$ cat config.mk
export PLATFORM = sky130hd
export DESIGN_NAME = merge_4_rr
export DESIGN_NICKNAME = d
export VERILOG_FILES = /design/src/rtl/merge_4_rr.sv
export SDC_FILE = /design/constraint.sdc
export NUM_CORES = 1
export LEC_CHECK = 0
export BUFFER_PORTS_ARGS = -buffer_cell sky130_fd_sc_hd__buf_2
export CAP_MARGIN = 20
export CELL_PAD_IN_SITES_DETAIL_PLACEMENT = 0
export CELL_PAD_IN_SITES_GLOBAL_PLACEMENT = 1
export CORE_UTILIZATION = 29
export DETAILED_ROUTE_END_ITERATION = 8
export HOLD_SLACK_MARGIN = 0.08
export PLACE_DENSITY = 0.76
export SYNTH_ARGS = -nofsm -noshare
export SYNTH_HDL_FRONTEND = slang
export SYNTH_SLANG_ARGS = --single-unit
$ cat constraint.sdc
create_clock -name CLK -period 3 [get_ports CLK]
set_input_delay 0.15 -clock CLK [delete_from_list [all_inputs] [get_ports CLK]]
set_output_delay 0.15 -clock CLK [all_outputs]
set_load 0.1 [all_outputs]
$ cat src/rtl/merge_4_rr.sv
// merge_4_rr: clocked 4-to-1 round-robin merge stage.
//
// Recombines four flit channels (one per split_4 output) onto a single
// registered output slot. Each forwarded flit is tagged with the index of
// the input that supplied it. The output slot refills in the same cycle it
// is drained, so a continuously ready downstream sees one flit per cycle.
//
// Ports:
//   CLK                  rising-edge clock
//   _RESET               synchronous active-low reset
//   inK_data  (K=0..3)   flit payload for input K
//   inK_valid (K=0..3)   input K holds a flit
//   inK_ready (K=0..3)   flit on input K is consumed this cycle
//   out_data             registered flit payload
//   out_src              registered index of the supplying input
//   out_valid            output slot holds a flit
//   out_ready            downstream accepts the slot contents this cycle
module merge_4_rr #(
  parameter int W = 11
) (
  input  logic         CLK,
  input  logic         _RESET,
  input  logic [W-1:0] in0_data,
  input  logic [W-1:0] in1_data,
  input  logic [W-1:0] in2_data,
  input  logic [W-1:0] in3_data,
  input  logic         in0_valid,
  input  logic         in1_valid,
  input  logic         in2_valid,
  input  logic         in3_valid,
  output logic         in0_ready,
  output logic         in1_ready,
  output logic         in2_ready,
  output logic         in3_ready,
  output logic [W-1:0] out_data,
  output logic [1:0]   out_src,
  output logic         out_valid,
  input  logic         out_ready
);

  logic [W-1:0] data_q, data_d;
  logic [1:0]   src_q, src_d;
  logic         vld_q, vld_d;
  logic [1:0]   ptr_q, ptr_d;

  logic [3:0]   valid_vec;
  logic [3:0]   grant;
  logic [1:0]   gidx;
  logic         found;
  logic         load;
  logic [W-1:0] gdata;

  assign valid_vec = {in3_valid, in2_valid, in1_valid, in0_valid};

  // Slot can take a new flit when empty or being drained this cycle.
  assign load = ~vld_q | out_ready;

  // Round-robin scan starting at ptr_q; the first valid input wins.
  always_comb begin
    logic [1:0] idx;
    grant = 4'b0000;
    gidx  = 2'd0;
    found = 1'b0;
    idx   = 2'd0;
    for (int i = 0; i < 4; i++) begin
      idx = ptr_q + 2'(i);
      if (!found && valid_vec[idx]) begin
        grant[idx] = 1'b1;
        gidx       = idx;
        found      = 1'b1;
      end
    end
  end

  always_comb begin
    gdata = in0_data;
    case (gidx)
      2'd0: gdata = in0_data;
      2'd1: gdata = in1_data;
      2'd2: gdata = in2_data;
      2'd3: gdata = in3_data;
      default: gdata = in0_data;
    endcase
  end

  // Acknowledges are suppressed while reset is held so no flit is lost.
  assign in0_ready = _RESET & load & grant[0];
  assign in1_ready = _RESET & load & grant[1];
  assign in2_ready = _RESET & load & grant[2];
  assign in3_ready = _RESET & load & grant[3];

  always_comb begin
    data_d = data_q;
    src_d  = src_q;
    vld_d  = vld_q;
    ptr_d  = ptr_q;
    if (load) begin
      if (found) begin
        data_d = gdata;
        src_d  = gidx;
        vld_d  = 1'b1;
        ptr_d  = gidx + 2'd1;
      end else begin
        // Pointer only advances on a grant; idle cycles leave it alone.
        vld_d = 1'b0;
      end
    end
  end

  always_ff @(posedge CLK) begin
    if (!_RESET) begin
      data_q <= '0;
      src_q  <= 2'd0;
      vld_q  <= 1'b0;
      ptr_q  <= 2'd0;
    end else begin
      data_q <= data_d;
      src_q  <= src_d;
      vld_q  <= vld_d;
      ptr_q  <= ptr_d;
    end
  end

  assign out_data  = data_q;
  assign out_src   = src_q;
  assign out_valid = vld_q;

endmodule

==> Word-level counts from Yosys, hierarchy flattened <==
Index checks and enable logic that the tools add are counted.
{ "totals": {"ff_bits": 16, "output_inout_bits": 18, "word_cells": 71} }
{ "op_classes": {"add_sub_neg": 4, "n_lt_le_gt_ge": 8, "n_eq_ne": 3, "n_mux": 30, "bitwise": 10, "n_reduce_logical": 12} }
{ "op_table": {"columns": ["op", "n"], "rows": [
  ["one-hot mux 11 bit (4 select lines)", 1],
  ["two-way mux 4 bit", 4],
  ["two-way mux 1 bit", 13],
  ["< comparator 2 x 3 -> 1 bit, second input constant", 4],
  ["bitwise OR 4 bit", 3],
  ["binary-select mux 1 bit (select 2 bit)", 4],
  ["demux 1 bit (select 2 bit)", 4],
  [">= comparator 2 x 1 -> 1 bit, second input constant", 4],
  ["two-way mux 2 bit", 4],
  ["logical AND 1 bit", 7],
  ["bitwise AND 1 bit", 5],
  ["adder 2 x 1 -> 2 bit, second input constant", 2],
  ["adder 2 bit, second input constant", 2],
  ["== test 2 bit, second input constant", 2],
  ["zero test 1 bit", 3],
  ["== test 2 x 1 -> 1 bit, second input constant", 1],
  ["zero test 2 bit", 1],
  ["AND reduction 2 bit", 1],
  ["inverter 1 bit", 1],
  ["bitwise OR 1 bit", 1]
]} }

==> Longest topological paths before layout <==
Gate-level depths: netlist of the first run.
{ "depth": {"depth_word": 14, "depth_mapped": 13, "mapped_depth_nobuf": 11} }

==> Worst setup path before layout of the first run <==
No wires, ideal clock.
{ "synth_timing": {"kind": "reg2out", "startpoint": "reg ptr_q[0]", "endpoint": "out in0_ready", "t_arrival_ns": 3.440, "t_required_ns": 2.850, "slack_ns": -0.590, "path_stages_with_launch": 8, "n_path_buf": 1, "cell_sequence": "dfxtp_1 > buf_6 > inv_1 > ha_1 > or3b_1 > a2111oi_2 > nor3_1 > o211ai_1"} }
{ "synth_between": {"elab_chain_len": 13, "word_cells_on_any_way": 48, "classes_between": "add/sub: 3; order compare: 8; mux: 23; bitwise: 4; reduce/logical: 10"} }
{ "synth_rtl": {"columns": ["element", "line_no", "text"], "rows": [
  ["start: declaration", "44", "logic [1:0] ptr_q, ptr_d;"],
  ["start signal: assignment", "120", "ptr_q <= ptr_d;"],
  ["branches (longest 11 deep; another with < comparator 2 x 3 -> 1 bit)", null, null],
  ["two-way mux 4 bit *", "67", "if (!found && valid_vec[idx]) begin"],
  ["bitwise AND 1 bit *", "87", "assign in0_ready = _RESET & load & grant[0];"],
  ["end: declaration", "31", "output logic in0_ready,"]
]} }
Mark *: on every way between the ends. The select of a mux whose other input is x is not followed.

==> Worst setup path after layout of the first run <==
{ "layout_timing": {"startpoint": "reg ptr_q[0]", "endpoint": "reg data_q[6] (netlist: out_data[6])"} }
{ "layout_between": {"elab_chain_len": 14, "word_cells_on_any_way": 31, "classes_between": "add/sub: 3; eq/ne: 3; mux: 17; reduce/logical: 8"} }
{ "layout_rtl": {"columns": ["element", "line_no", "text"], "rows": [
  ["branches (longest 14 deep; another with adder 2 x 1 -> 2 bit)", null, null],
  ["end signal: assignment", "117", "data_q <= data_d;"],
  ["end: declaration", "41", "logic [W-1:0] data_q, data_d;"]
]} }
Several ways; the timed one is not identified. The select of a mux whose other input is x is not followed.
A chain may end at the register's enable or synchronous reset.

==> results of run 1 <==
==> worst max-delay path: cells and delay by family, from the launching register on <==
family,cells,cell delay (ps)
AOI/OAI and AO/OA,5,1220
and+or+nand+nor,3,560
adders and majority gates,2,450
DFF,1,400
buffers and inverters,1,120
==> power by group <==
part           leakage, nW  total, W  switching (W)  internal, W
clock               0.0288  0.000193      0.0000763     0.000116
sequential           0.133  0.000371      0.0000625     0.000309
combinational        0.745   0.00198        0.00134     0.000643
total                0.907   0.00254        0.00147      0.00107
==> what timing repair did <==
action	in CTS	in global routing
pin swaps	1	2
setup endpoints to repair	2	11
setup buffers	0	3
gates resized for setup	2	10
==> kinds of logic after synthesis <==
kind of cell	Yosys count	synth area share [%]
and+or+nand+nor	77	25.82
adders and majority gates	12	10.36
muxes	6	6.822
DFF	16	22.11
AOI/OAI and AO/OA	57	29.10
buffers and inverters	18	5.786
==> metal layers <==
layer / vias to the layer above / global-route usage [%] / wire, um
li1: 841 / - / -
met1: 758 / 25.17 / 2104
met2: 44 / 24.09 / 1937
met3: 5 / 2.072 / 185
met4: 0 / 3.704 / 37
met5: - / 0 / 0
==> cells in the final DEF, fill, tap and decap left out, types with 2 or more instances in the layout <==
master,netlist,layout
a21bo_2,5,5
a21oi_1,14,13
a222oi_1,11,11
buf_12,0,4
buf_2,4,64
buf_4,1,15
clkbuf_8,0,4
dfxtp_1,16,14
ha_1,12,7
ha_4,0,4
inv_1,4,3
mux2i_1,2,2
mux4_2,3,3
nand2_1,47,47
nand3_1,5,5
nand3b_1,5,5
nor2_1,5,5
nor3_1,4,3
o211ai_1,8,8
o21ai_0,11,9
o21ai_1,1,3
==> state kept, by name, indices dropped and copies added (netlist names) <==
name,flops
out_valid,1
out_src,2
out_data,11
ptr_q,2
==> path summary, 6_finish.rpt <==
check	from	to	slack (ps)	cells after the start
worst max-delay path	ptr_q[0]$_SDFFE_PN0P_	out_data[6]$_SDFFE_PN0P_	130	11
worst min-delay path	_RESET	out_src[1]$_SDFFE_PN0P_	210	3
worst max register to register	ptr_q[0]$_SDFFE_PN0P_	out_data[6]$_SDFFE_PN0P_	130	11
worst min register to register	out_data[6]$_SDFFE_PN0P_	out_data[6]$_SDFFE_PN0P_	450	2
==> final cells by class <==
| type | instances | area [sq um] | area share (%) |
|---|---|---|---|
| Timing Repair Buffer | 83 | 513.0 | 24.15 |
| Multi-Input combinational cell | 152 | 1125 | 52.94 |
| Inverter | 5 | 22.52 | 1.060 |
| Tap cell | 67 | 83.83 | 3.946 |
| Clock buffer | 4 | 55.05 | 2.591 |
| Sequential cell | 16 | 325.3 | 15.31 |
==> stage by stage <==
step | instances | setup slack [ps] | power (W) | cell area [sq um]
floorplan | 186 | -327.0 | 0.001808 | 1488
detailed placement | 320 | 0.6204 | 0.002229 | 1997
global placement | 320 | 54.63 | 0.002222 | 1997
finish | 327 | 132.2 | 0.002543 | 2125
global route | 327 | 19.69 | 0.002720 | 2125
CTS | 324 | 0.03419 | 0.002437 | 2057
==> results.sh, run 1 <==
export IMPL_outcome="completed"
export IMPL_path_clk_slew_ps=70
export IMPL_cts_root_buffer="clkbuf_8"
export IMPL_drc=0
export IMPL_maxCapViolations=0
export IMPL_n_antenna_cell=0
export IMPL_grt_antenna_before_repair=0
export IMPL_grt_pass1_vias=1433
export IMPL_clock_fmax_mhz=348.7
export IMPL_drive_above_1_share_pct=43.46
export IMPL_post_route_util_pct=44.68
export IMPL_grt_pass1_wl_mm=6.893
export IMPL_worstPathMaxFanout=11
export IMPL_syn_to_final_growth_pct=46.63
export IMPL_gp_congestion=0.7652
export IMPL_syn_inst=186
export IMPL_postCtsHoldBufs=0
export IMPL_synth_avg_cell_area_sq_um=7.790
export IMPL_grt_max_degree=21
export IMPL_yosysWarnings=0
export IMPL_ys_seq_elements=16
export IMPL_hold_class="input pin to register"
export IMPL_layout_nets=324
export IMPL_detail_route_iter0_violations=117
export IMPL_vias=1648
export IMPL_io_pins=69
export IMPL_clk_path_buf_depth=2
export IMPL_path_common_cell="ha_4"
export IMPL_insertion_delay_ps=250
export IMPL_rows=25
export IMPL_crit_slowest_cell="a222oi_1"
export IMPL_p_leak_nw=0.9071
export IMPL_grt_use_total_pct=16.38
export IMPL_drt_wl_total_mm=4.265
export IMPL_rsz0062_at_grt="no"
export IMPL_synth_edf_count=0
export IMPL_drv_slew=0
export IMPL_routedWlPerCell_um=13.04
export IMPL_start_kind="register"
export IMPL_ys_async_sr_fraction_pct=0
export IMPL_worstPathRequired_ps=3140
export IMPL_via_per_inst=5.040
export IMPL_synth_top_area_share_pct=22.11
export IMPL_setup_viol_count_final=0
export IMPL_cp_end_kind="register"
export IMPL_dieWidth_um=72.69
export IMPL_drtPass1Iterations=4
export IMPL_cts_buffers=3
export IMPL_synth_flop_cell="dfxtp_1"
export IMPL_worst_slew_pin_slew_ps=991.0
export IMPL_yosysMostFrequentCell="nand2_1"
export IMPL_ys_types=40
export IMPL_hold_violations=0
export IMPL_ant_nets=0
export IMPL_start_util_pct=30.47
export IMPL_dp_hpwl_mm=3.324
export IMPL_netlist_area_sq_um=1449
export IMPL_worst_ep_arrival_time_ps=3010
export IMPL_synth_area_leaders="dfxtp_1, nand2_1, ha_1"
export IMPL_ir_drop_mv=0.4181
export IMPL_fp_dieArea_sq_um=5283
export IMPL_hold_ws_ps=211.6
export IMPL_path_cells="clkinvlp_4 > ha_4 > or3b_4 > a2111oi_4 > nor3_2 > a21bo_2 > ha_4 > a222oi_1 > o21ai_0 > nand2_1 > a21oi_1"
export IMPL_tns_ps=0
export IMPL_worstSetupPathType="register to register"
export IMPL_yosys_area_top_type="dfxtp_1"
export IMPL_period_share_pct=95.59
export IMPL_h_tree_depth=1
export IMPL_cts_tree="built"
export IMPL_period_minus_slack_ps=2868
export IMPL_p_per_area_nw_per_um2=1197
export IMPL_clock_sinks=16
export IMPL_fill_cells=508
export IMPL_synth_seq_area_share_pct=22.11
export IMPL_portBuffers=68
export IMPL_die_h_um=72.69
export IMPL_relSlewSlack_pct=33.69
export IMPL_core_sq_um=4755
export IMPL_critPathMaxStageDelay_ps=430
export IMPL_synthTopCellsByCount="nand2_1, dfxtp_1, a21oi_1"
export IMPL_synth_nets=249
export IMPL_grt_overflow=0
export IMPL_final_setup_skew_ps=5.136
(Power assumes the default switching activity.)
==> run 2, diff against run 1 <==
--- a/config.mk
+++ b/config.mk
@@ -7,9 +7,7 @@
 export LEC_CHECK = 0
 export BUFFER_PORTS_ARGS = -buffer_cell sky130_fd_sc_hd__buf_2
 export CAP_MARGIN = 20
-export CELL_PAD_IN_SITES_DETAIL_PLACEMENT = 0
-export CELL_PAD_IN_SITES_GLOBAL_PLACEMENT = 1
-export CORE_UTILIZATION = 29
+export CORE_UTILIZATION = 42
 export DETAILED_ROUTE_END_ITERATION = 8
 export HOLD_SLACK_MARGIN = 0.08
 export PLACE_DENSITY = 0.76
==> run 2 against run 1 <==
  * Worst hold slack worse by 18 ps
  * Register-to-register slack hardly changed
  * Core utilization is 20 points higher
  * Maximum frequency is 0.31% lower
==> results.sh, run 2 (synthesis results as in run 1) <==
export IMPL_setup_viol_count_final=0
export IMPL_hold_class="input pin to register"
export IMPL_core_sq_um=3153
export IMPL_period_share_pct=95.89
export IMPL_grt_pass1_wl_mm=6.051
export IMPL_start_util_pct=45.95
export IMPL_routedWlPerCell_um=13.13
export IMPL_worstSetupPathType="register to register"
export IMPL_p_sw_w=0.001453
export IMPL_insertion_delay_ps=290
export IMPL_p_leak_nw=0.8794
export IMPL_start_kind="register"
export IMPL_die_h_um=60.74
export IMPL_via_per_inst=5.597
export IMPL_ff2ff_setup_slack_ps=120
export IMPL_grt_pass1_vias=1359
export IMPL_dieWidth_um=60.74
export IMPL_layout_nets=320
export IMPL_dp_hpwl_mm=3.025
export IMPL_cts_buffers=3
export IMPL_postCtsHoldBufs=0
export IMPL_rsz0062_at_grt="no"
export IMPL_outcome="completed"
export IMPL_worstPathRequired_ps=3180
export IMPL_p_per_area_nw_per_um2=1196
export IMPL_h_tree_depth=1
export IMPL_ir_drop_mv=0.5225
export IMPL_relSlewSlack_pct=36.60
export IMPL_drv_slew=0
export IMPL_pwr_share_seq_pct=14.8
export IMPL_gp_congestion=0.8084
export IMPL_intPower_w=0.0009951
export IMPL_clock_sinks=16
export IMPL_combPwrFrac_pct=79.2
export IMPL_placedCellCount=294
export IMPL_worstPathMaxFanout=11
export IMPL_clk_path_buf_depth=2
export IMPL_fp_dieArea_sq_um=3689
export IMPL_cts_tree="built"
export IMPL_period_minus_slack_ps=2877
export IMPL_worst_slew_pin_slew_ps=947.5
export IMPL_grt_max_degree=23
export IMPL_drtPass1Iterations=5
export IMPL_worst_ep_arrival_time_ps=3050
export IMPL_path_clk_slew_ps=110
export IMPL_grt_use_total_pct=21.73
export IMPL_final_common_cell="buf_2"
export IMPL_final_cell_mix="buf_2, nand2_1, dfxtp_1"
export IMPL_portBuffers=68
export IMPL_grt_overflow=0
export IMPL_ant_nets=0
export IMPL_clkPwrFrac_pct=5.9
export IMPL_n_antenna_cell=0
export IMPL_detail_route_iter0_violations=116
export IMPL_cts_root_buffer="clkbuf_4"
export IMPL_hold_ws_ps=193.2
export IMPL_clock_fmax_mhz=347.6
export IMPL_grt_antenna_before_repair=0
export IMPL_netSwitchingFraction_pct=59.35
export IMPL_rows=20
export IMPL_largest_register_ffs=11
export IMPL_syn_to_final_growth_pct=41.28
export IMPL_stdcell_count=300
export IMPL_io_pins=69
export IMPL_cp_end_kind="register"
export IMPL_maxCapViolations=0
export IMPL_drive_above_1_share_pct=42.58
export IMPL_drt_wl_total_mm=3.939
export IMPL_drc=0
export IMPL_hold_violations=0
export IMPL_vias=1679
export IMPL_final_setup_skew_ps=11.83
[run 2: cell count changes in the layout (fill, tap and decap cells not counted)]
cell	delta
o21ai_1	-1
o21ai_0	+1
clkbuf_8	-3
clkbuf_4	+3
buf_4	-4
[run 2: worst max-delay path, stage by stage (launching register included)]
cell,delay (ps)
dfxtp_4,400
clkinvlp_4,110
ha_4,310
mux4_2,320
nor2b_4,70
or3_4,360
a21o_1,240
ha_4,210
a222oi_1,390
o21ai_0,170
nand2_1,90
a21oi_1,70
[run 2: stage by stage]
step / area [sq um] / utilization, % / TNS [ps] / setup slack, ps / power (W)
after floorplan: 1488 / - / -1308 / -327.0 / 0.001808
after global placement: 1946 / 61.71 / 0 / 104.9 / 0.002161
after detailed placement: 1946 / 61.71 / 0 / 2.905 / 0.002180
after CTS: 1987 / 63.02 / 0 / 6.610 / 0.002337
after global routing: 2047 / 64.92 / 0 / 39.23 / 0.002597
final: 2047 / 64.92 / 0 / 123.2 / 0.002448
[run 2: per-layer routing]
layer  share of wire (%)  up-vias  routed length (um)  global-route usage [%]
met2                  47       67                1847                   32.97
met1                  46      779                1828                   32.77
met3                 6.0        2                 236                   2.345
met4                0.63        0                  25                   5.519
li1                    -      831                   -                       -
met5                   0        -                   0                       0
[run 2: worst paths after layout]
| check | from | endpoint | cells past startpoint |
|---|---|---|---|
| max | ptr_q[0]$_SDFFE_PN0P_ | out_data[8]$_SDFFE_PN0P_ | 11 |
| min reg2reg | out_data[4]$_SDFFE_PN0P_ | out_data[4]$_SDFFE_PN0P_ | 2 |
| max reg2reg | ptr_q[0]$_SDFFE_PN0P_ | out_data[8]$_SDFFE_PN0P_ | 11 |
| min | out_ready | out_valid$_SDFFE_PN0N_ | 4 |
[run 2: what timing repair did]
item	in CTS	in global routing
pin swaps	0	4
gates resized for setup	2	9
setup endpoints to repair	4	11
setup buffers	0	2
[run 2: power by group through the flow]
stage	Combinational [W]	Clock, W	Sequential (W)
final	0.00194	0.000145	0.000363
after CTS	0.00183	0.000147	0.000363
after global routing	0.00207	0.000157	0.000375
after global placement	0.00180	0	0.000365
after detailed placement	0.00181	0	0.000367
after floorplan	0.000855	0	0.000953
[run 2: area by class of cell]
| type | count | area (sq um) |
|---|---|---|
| fillers | 302 | 1106 |
| clock buffers | 4 | 36.28 |
| flip-flops and latches | 16 | 325.3 |
| multi-input cells | 152 | 1125 |
| repair buffers | 79 | 483.0 |
| inverters | 5 | 22.52 |
| well taps | 44 | 55.05 |
